$ cat config.mk
export PLATFORM = sky130hd
export DESIGN_NAME = window_apb_loader
export DESIGN_NICKNAME = d
export VERILOG_FILES = /design/src/rtl/window_apb_loader.sv
export SDC_FILE = /design/constraint.sdc
export NUM_CORES = 1
export LEC_CHECK = 0
export ABC_AREA = 1
export ABC_CLOCK_PERIOD_IN_PS = 1950
export CELL_PAD_IN_SITES_DETAIL_PLACEMENT = 1
export CELL_PAD_IN_SITES_GLOBAL_PLACEMENT = 2
export CORE_UTILIZATION = 32
export CTS_BUF_LIST = sky130_fd_sc_hd__clkbuf_8
export CTS_CLUSTER_SIZE = 14
export DETAILED_ROUTE_END_ITERATION = 10
export DONT_BUFFER_PORTS = 1
export GPL_ROUTABILITY_DRIVEN = 0
export PLACE_DENSITY = 0.76
export SLEW_MARGIN = 0
export SYNTH_ARGS = -nofsm -noshare
export SYNTH_HDL_FRONTEND = slang
export SYNTH_SLANG_ARGS = --single-unit
$ cat constraint.sdc
create_clock -name clk -period 1.95 [get_ports clk]
set_input_delay 0.39 -clock clk [delete_from_list [all_inputs] [get_ports clk]]
set_output_delay 0.39 -clock clk [all_outputs]
set_load 0.05 [all_outputs]
$ cat src/rtl/window_apb_loader.sv
// APB initiator that loads the window_func coefficient table from an AXI-Stream:
// soft-reset the target, write FFT_SIZE coefficients, then arm it, polling status after each command.
module window_apb_loader #(
  parameter int FFT_SIZE   = 8192,
  parameter int APB_AW     = $clog2(FFT_SIZE-1)+3,
  parameter int POLL_LIMIT = 255
) (
  input  logic              clk,
  input  logic              rst,
  input  logic              start,
  input  logic              coef_tvalid,
  output logic              coef_tready,
  input  logic              coef_tlast,
  input  logic [31:0]       coef_tdata,
  output logic              busy,
  output logic              done,
  output logic              err,
  output logic              psel,
  output logic              penable,
  output logic              pwrite,
  output logic [APB_AW-1:0] paddr,
  output logic [31:0]       pwdata,
  input  logic [31:0]       prdata
);

  localparam int IW = $clog2(FFT_SIZE);
  localparam int PW = $clog2(POLL_LIMIT+1);
  localparam logic [IW-1:0]     LAST_IDX  = IW'(FFT_SIZE-1);
  localparam logic [APB_AW-1:0] CTRL_ADDR = APB_AW'(FFT_SIZE*4);
  localparam logic [APB_AW-1:0] STAT_ADDR = APB_AW'((FFT_SIZE+1)*4);

  typedef enum logic [2:0] {
    S_IDLE, S_RST_WR, S_RST_POLL, S_LOAD, S_ARM_WR, S_ARM_POLL
  } state_e;

  state_e            state_q, state_d;
  logic              psel_q, psel_d, penable_q, penable_d, pwrite_q, pwrite_d;
  logic [APB_AW-1:0] paddr_q, paddr_d;
  logic [31:0]       pwdata_q, pwdata_d, shadow_q, shadow_d;
  logic [PW-1:0]     poll_q, poll_d;
  logic [IW-1:0]     idx_q, idx_d, beat_idx;
  logic              tlast_bad_q, tlast_bad_d, err_q, err_d, done_q, done_d;
  logic              setup_ph, access_ph, hs, abort;
  logic              unused_prdata;

  assign setup_ph  = psel_q && !penable_q;
  assign access_ph = psel_q && penable_q;
  // While a write is in flight, a beat accepted in its access cycle belongs to the next index.
  assign beat_idx  = psel_q ? idx_q + IW'(1) : idx_q;
  assign coef_tready = (state_q == S_LOAD) &&
                       (!psel_q || (penable_q && idx_q != LAST_IDX && !tlast_bad_q));
  assign hs = coef_tvalid && coef_tready;

  assign busy    = (state_q != S_IDLE);
  assign done    = done_q;
  assign err     = err_q;
  assign psel    = psel_q;
  assign penable = penable_q;
  assign pwrite  = pwrite_q;
  assign paddr   = paddr_q;
  assign pwdata  = pwdata_q;
  assign unused_prdata = ^{prdata[31:10], prdata[7:0]};

  always_comb begin
    // NOTE: every _d gets a default first so no latch can be inferred.
    state_d     = state_q;
    psel_d      = psel_q;
    penable_d   = penable_q;
    pwrite_d    = pwrite_q;
    paddr_d     = paddr_q;
    pwdata_d    = pwdata_q;
    shadow_d    = shadow_q;
    poll_d      = poll_q;
    idx_d       = idx_q;
    tlast_bad_d = tlast_bad_q;
    err_d       = err_q;
    done_d      = 1'b0;
    abort       = 1'b0;

    // A transfer always ends after its access cycle unless a state chains a new setup.
    if (setup_ph) penable_d = 1'b1;
    if (access_ph) begin
      psel_d    = 1'b0;
      penable_d = 1'b0;
    end

    unique case (state_q)
      S_IDLE: begin
        if (start) begin
          err_d       = 1'b0;
          idx_d       = '0;
          tlast_bad_d = 1'b0;
          state_d     = S_RST_WR;
        end
      end
      S_RST_WR, S_ARM_WR: begin
        if (!psel_q) begin
          psel_d   = 1'b1;
          pwrite_d = 1'b1;
          paddr_d  = CTRL_ADDR;
          pwdata_d = shadow_q ^ ((state_q == S_RST_WR) ? 32'h1 : 32'h100);
        end else if (access_ph) begin
          shadow_d = pwdata_q;
          poll_d   = '0;
          state_d  = (state_q == S_RST_WR) ? S_RST_POLL : S_ARM_POLL;
        end
      end
      S_RST_POLL, S_ARM_POLL: begin
        if (!psel_q) begin
          psel_d   = 1'b1;
          pwrite_d = 1'b0;
          paddr_d  = STAT_ADDR;
        end else if (access_ph) begin
          poll_d = poll_q + PW'(1);
          if (state_q == S_RST_POLL && prdata[9:8] == 2'd0) begin
            state_d = S_LOAD;
          end else if (state_q == S_ARM_POLL && prdata[9:8] == 2'd1) begin
            done_d  = 1'b1;
            state_d = S_IDLE;
          end else if (poll_q == PW'(POLL_LIMIT-1)) begin
            abort = 1'b1;
          end
        end
      end
      S_LOAD: begin
        if (access_ph) begin
          if (tlast_bad_q)            abort   = 1'b1;
          else if (idx_q == LAST_IDX) state_d = S_ARM_WR;
          else                        idx_d   = idx_q + IW'(1);
        end
        if (hs) begin
          if (beat_idx == LAST_IDX && !coef_tlast) begin
            abort = 1'b1;
          end else begin
            psel_d      = 1'b1;
            penable_d   = 1'b0;
            pwrite_d    = 1'b1;
            paddr_d     = APB_AW'({beat_idx, 2'b00});
            pwdata_d    = coef_tdata;
            tlast_bad_d = coef_tlast && (beat_idx != LAST_IDX);
          end
        end
      end
      default: state_d = S_IDLE;
    endcase

    if (abort) begin
      err_d     = 1'b1;
      state_d   = S_IDLE;
      psel_d    = 1'b0;
      penable_d = 1'b0;
    end
  end

  // NOTE: sequential state uses non-blocking assignments only.
  always_ff @(posedge clk) begin
    if (rst) begin
      state_q     <= S_IDLE;
      psel_q      <= 1'b0;
      penable_q   <= 1'b0;
      pwrite_q    <= 1'b0;
      paddr_q     <= '0;
      pwdata_q    <= '0;
      shadow_q    <= '0;
      poll_q      <= '0;
      idx_q       <= '0;
      tlast_bad_q <= 1'b0;
      err_q       <= 1'b0;
      done_q      <= 1'b0;
    end else begin
      state_q     <= state_d;
      psel_q      <= psel_d;
      penable_q   <= penable_d;
      pwrite_q    <= pwrite_d;
      paddr_q     <= paddr_d;
      pwdata_q    <= pwdata_d;
      shadow_q    <= shadow_d;
      poll_q      <= poll_d;
      idx_q       <= idx_d;
      tlast_bad_q <= tlast_bad_d;
      err_q       <= err_d;
      done_q      <= done_d;
    end
  end

endmodule

# Word-level counts from Yosys, hierarchy flattened
# Cells that the tools add are included.
# totals
in_bits,69
ff_bits,110
out_inout_bits,55
# op_classes
n_addsub,2
bitwise_logic,4
eq_ne,25
n_mux,65
reduce_logical,37
# op_table
op,n
$mux 32,3
$mux 13,5
$mux 16,4
$pmux 32 s2,1
$pmux 16 s3,1
$mux 3,11
$mux 8,4
$xor 32x9->32,1
$mux 1,28
$eq 13x13->1 const B,2
$ne 13x13->1 const B,2
$pmux 13 s2,1
$ne 2x2->1 const B,12
$pmux 8 s2,1
$reduce_and 5->1,3
$add 13x1->13 const B,1
$pmux 3 s4,1
$logic_and 1x1->1,10
$reduce_bool 2->1,5
$mux 9,1
$reduce_and 9->1,1
$add 8x1->8 const B,1
$eq 8x8->1 const B,1
$reduce_and 4->1,2
19 further kinds,31

# Longest topological paths before layout
# depth
depth_word,10
ltp_mapped,17
mapped_depth_nobuf,16

# Least setup slack after synthesis
# No wires, ideal clock.
# synth_timing
kind,reg2reg
startpoint,register psel_q (netlist: psel)
endpoint,register pwdata_q[18] (netlist: pwdata[18])
period_less_slack_ns,2.504
setup_ns,0.113
path_slack_ns,-0.554
t_required_ns,1.837
n_path_buf,2
path_stages_with_launch,14
arrival_ns,2.391
path_cell_list,dfxtp_1 > inv_2 > clkbuf_1 > nand2_1 > nand2_1 > nand2_1 > nand2_1 > o21ai_1 > nor2_2 > nand2_4 > buf_6 > nand2_1 > nand2_1 > nor2_1
# synth_via
elab_chain_len,6
# synth_rtl
element,line_no,text
from (decl),37,"logic psel_q, psel_d, penable_q, penable_d, pwrite_q, pwrite_d;"
from (signal assigned),172,psel_q <= psel_d;
$logic_not 1->1,n/a,
$logic_or 1x1->1,51,(!psel_q || (penable_q && idx_q != LAST_IDX && !tlast_bad_q));
$logic_and 1x1->1,50,assign coef_tready = (state_q == S_LOAD) &&
net coef_tready,12,"output logic coef_tready,"
$logic_and 1x1->1,52,assign hs = coef_tvalid && coef_tready;
$ne 2x2->1 (no line),n/a,
$reduce_and 4->1 (no line),n/a,
to (signal assigned),176,pwdata_q <= pwdata_d;
to (decl),39,"logic [31:0] pwdata_q, pwdata_d, shadow_q, shadow_d;"
# The timed path passes the listed nets, and every way through them passes these cells.
# A chain may end at the register's enable or synchronous reset.

# Worst setup path after layout
# layout_timing
startpoint,register idx_q[4]
endpoint,register psel_q (netlist: psel)
# layout_via
elab_chain_len,9
# layout_rtl
element,line_no,text
from (decl),41,"logic [IW-1:0] idx_q, idx_d, beat_idx;"
from (signal assigned),179,idx_q <= idx_d;
"parallel branches: the longest is 9 deep, another holds $add 13x1->13",n/a,
# Several ways; the timed one is not identified.

==> impl_results.md <==
- I/O Buffers: 0
- Synth area leaders: dfxtp_1 (40%), nand2_1 (18%), nor2_1 (6.8%)
- Crit path kind: flip-flop to flip-flop
- Netlist Area Pre-Place: 0.00538 mm2
- Post-layout util: 0.452
- WP data arrival: 2.66 ns
- CTS tree: done
- Sw Ratio: 0.486
- H-tree levels: 3
- Worst-margin pin slew: 0.604 ns
- Fraction of registers with async set/reset: 0
- Crit path largest cell delay: 0.36 ns
- Outcome: complete, but fails checks
- P_sw: approximately 4200 uW
- Yosys top cell area share: 0.402
- Root Buffer: clkbuf_8
- Met3 Wirelength: 869 um
- Area leader, netlist: dfxtp_1
- Met1 WL: 7840 um
- Failing checks: setup timing
- Core ar.: 0.0165 mm2
- Sequential Power Share: 0.458
- P_leak: 0.00340 uW
- CP Launch Type: flip-flop
- Maximum clock frequency: 419 MHz
- FP Rows: between 40 and 50
- Largest family of logic cells by synthesized area: simple AND/OR/NAND/NOR gates
- Tmin final: 2.39 ns
- Initial core utilization: 0.327
- Setup violations, final: 58
- TritonRoute pass-1 iters: 4
- Die Y: 132 um
- Comb pwr share: 0.396
- Pin count of the biggest net entering global routing: 61
- Clk_skew: 0.0121 ns
- Int Pwr: 4470 uW
- Share of cells above drive strength 1: 0.322
- Via count: roughly 5700
- Compound-Gate Fraction of Synth Area: 0.127
- Worst hold path class: primary input to flip-flop
- CTS Sinks: around 110
- Final Hold Vio Count: 0
- Multiplexer share of the synthesized area: 0
- Post-Synthesis Cells: 810
- Total power draw: around 8700 uW
- Post-Synth XOR/XNOR Area: 0.00163
- Iter 0 DRT Violations: 200
- Overall die width: 132 um
- Clk_lat worst skew: about 0.4 ns
- Clock transition at the registers of the reported paths: around 0.11 ns
- Worst Path Required: 2.23 ns
- Most common cell in the synthesized netlist: nand2_1
- Max-cap violations: 0
- Antenna Nets Post-Route: 0
- Worst IR drop on VDD: about 700 uV
- Max clock buf depth: 2
- Setup total negative slack: -21.58 ns
- Critical path endpoint category: flip-flop
- Post-synthesis register bit count: 108
- Tot GR Track Use: 0.206
- Clk pwr share: 0.145
- RSZ-0062 raised after global routing: true
- Worst slew margin: 0.597
- Ys flop type: dfxtp_1
- Vias in the first global route: 5880
- Initial antenna violation count: 0
- Routed WL: 19000 um
- Area share of fa/ha/maj cells after synthesis: 0.0140
- Crit share post-route: 1.22
- Top Layer Used: met4
- CP Cell Sequence: buf_6, nand2_8, nor2_4, buf_4, nand3_1, nand2_1, o21ai_1, nor2_2, nand3_2, nor2_4, buf_4, buf_6, nand2_4, nand2_4, inv_2, nor2_2, nor2_1
- Area of the die: 0.0173 mm2
- EDFF count, synth: 0
- Syn_area_per_cell: 6.64 um2
- Seq/Total Area, Yosys: 0.402
- CP max FO: 5
- GRT overflow: 0
- Final worst slack: -0.439 ns
- Ports: 124
- Commonest cells post-synth: nand2_1 (253), dfxtp_1 (108), nor2_1 (98), inv_1 (78), a21oi_1 (60)
- Met2 wire length: a little under 10000 um
- Cts hold-fix bufs: 0
- Diodes inserted: 0
- PwrDens: 1170 mW/mm2
- Slowest cell on crit path: dfxtp_2
- Vias per cell: 4.90
- Ys Warns: 0
- Area growth from synthesis to layout: 38.3%
- Distinct cells, synth: 41
- Simple-gate share of the synthesized area: 0.355
- Layout Nets: 1008
- DRC violation count after routing: 0
- CTS buffer count: 9
- Fin. max-slew vios: 0
- Mean routed wirelength per cell: 16.4 um
- First-pass GRT wire length: 28500 um
- DP HPWL: 11800 um
## registers in the layout (all words and copies together), names as in the netlist
name,cells
paddr,14
shadow_q,32
poll_q,8
done,1
state_q,3
err,1
pwdata,32
tlast_bad_q,1
pwrite,1
penable,1
psel,1
idx_q,13
## repair_timing
action,4_1_cts,5_1_grt
endpoints found under the setup margin,68,69
gates cloned,2,4
pin swaps,17,32
resized for setup,57,82
buffers inserted,42,21
## logic make-up (layout without fill, tap and decap cells)
logic type	Yosys count	in the layout
AO/OA/AOI/OAI	124	124
XOR/XNOR	1	1
adder cells (fa/ha/maj)	6	6
buffers and inverters	121	248
flip-flops	108	108
other	1	2
AND/OR/NAND/NOR	449	449
## cells in the final DEF (no fill, tap or decap), drive strengths merged
master,instances
a211oi,1
a21oi,69
a22oi,2
a32o,1
buf,147
clkbuf,11
clkinv,2
clkinvlp,2
conb,2
dfxtp,108
ha,6
inv,86
nand2,268
nand3,55
nand3b,2
nand4,4
nor2,103
nor3,10
nor3b,5
nor4,2
o21ai,48
o21bai,2
o22ai,1
xor2,1
## critical path: cells and delay by family, from the launching register on
kind	cells	cell delay (ns)
compound gates	1	0.12
buf+inv	5	0.55
simple gates	11	1.25
flops	1	0.36
## layer usage
| layer | vias up | global-route usage |
|---|---|---|
| met3 | 28 | 0.0432 |
| li1 | 2797 | - |
| met5 | - | 0 |
| met4 | 0 | 0.0782 |
| met1 | 2746 | 0.224 |
| met2 | 108 | 0.386 |
## path summary, 6_finish.rpt
| check | slack [ns] | end | start | cells past startpoint |
|---|---|---|---|---|
| max reg2reg | -0.44 | psel | idx_q[4] | 17 |
| max | -0.44 | psel | idx_q[4] | 17 |
| min reg2reg | 0.49 | shadow_q[8] | shadow_q[8] | 2 |
| min | 0.05 | idx_q[7] | rst | 1 |
## through the flow
stage	hold WS [ns]	instances	setup WS [ns]	instance area (um2)
2_1_floorplan	0.444	811	0.00254	5460
3_3_place_gp	0.454	1074	-0.284	6200
3_5_place_dp	0.460	1074	-0.340	6200
4_1_cts	0.0309	1133	-0.258	6920
5_1_grt	0.0326	1158	-0.546	7440
6_report	0.0463	1158	-0.439	7440
## cell type report
cell class                 instances  area, um2
tap                              220        275
clock inverter                     7       36.3
inverter                          82        323
timing repair buffer             149       1380
clock buffer                       9        124
multi-input combinational        582       3100
sequential                       108       2190
fill                            2065       9030
timing repair inverter             1       7.51
## power by group through the flow
stage | clock [uW] | combinational [uW] | sequential [uW]
after floorplan | 0 | 1850 | 4000
after global placement | 0 | 2520 | 4030
after detailed placement | 0 | 2660 | 4040
after CTS | 1310 | 3010 | 3990
after global routing | 1390 | 3800 | 4030
final | 1260 | 3450 | 3980
Power figures use the tool's default switching activity.
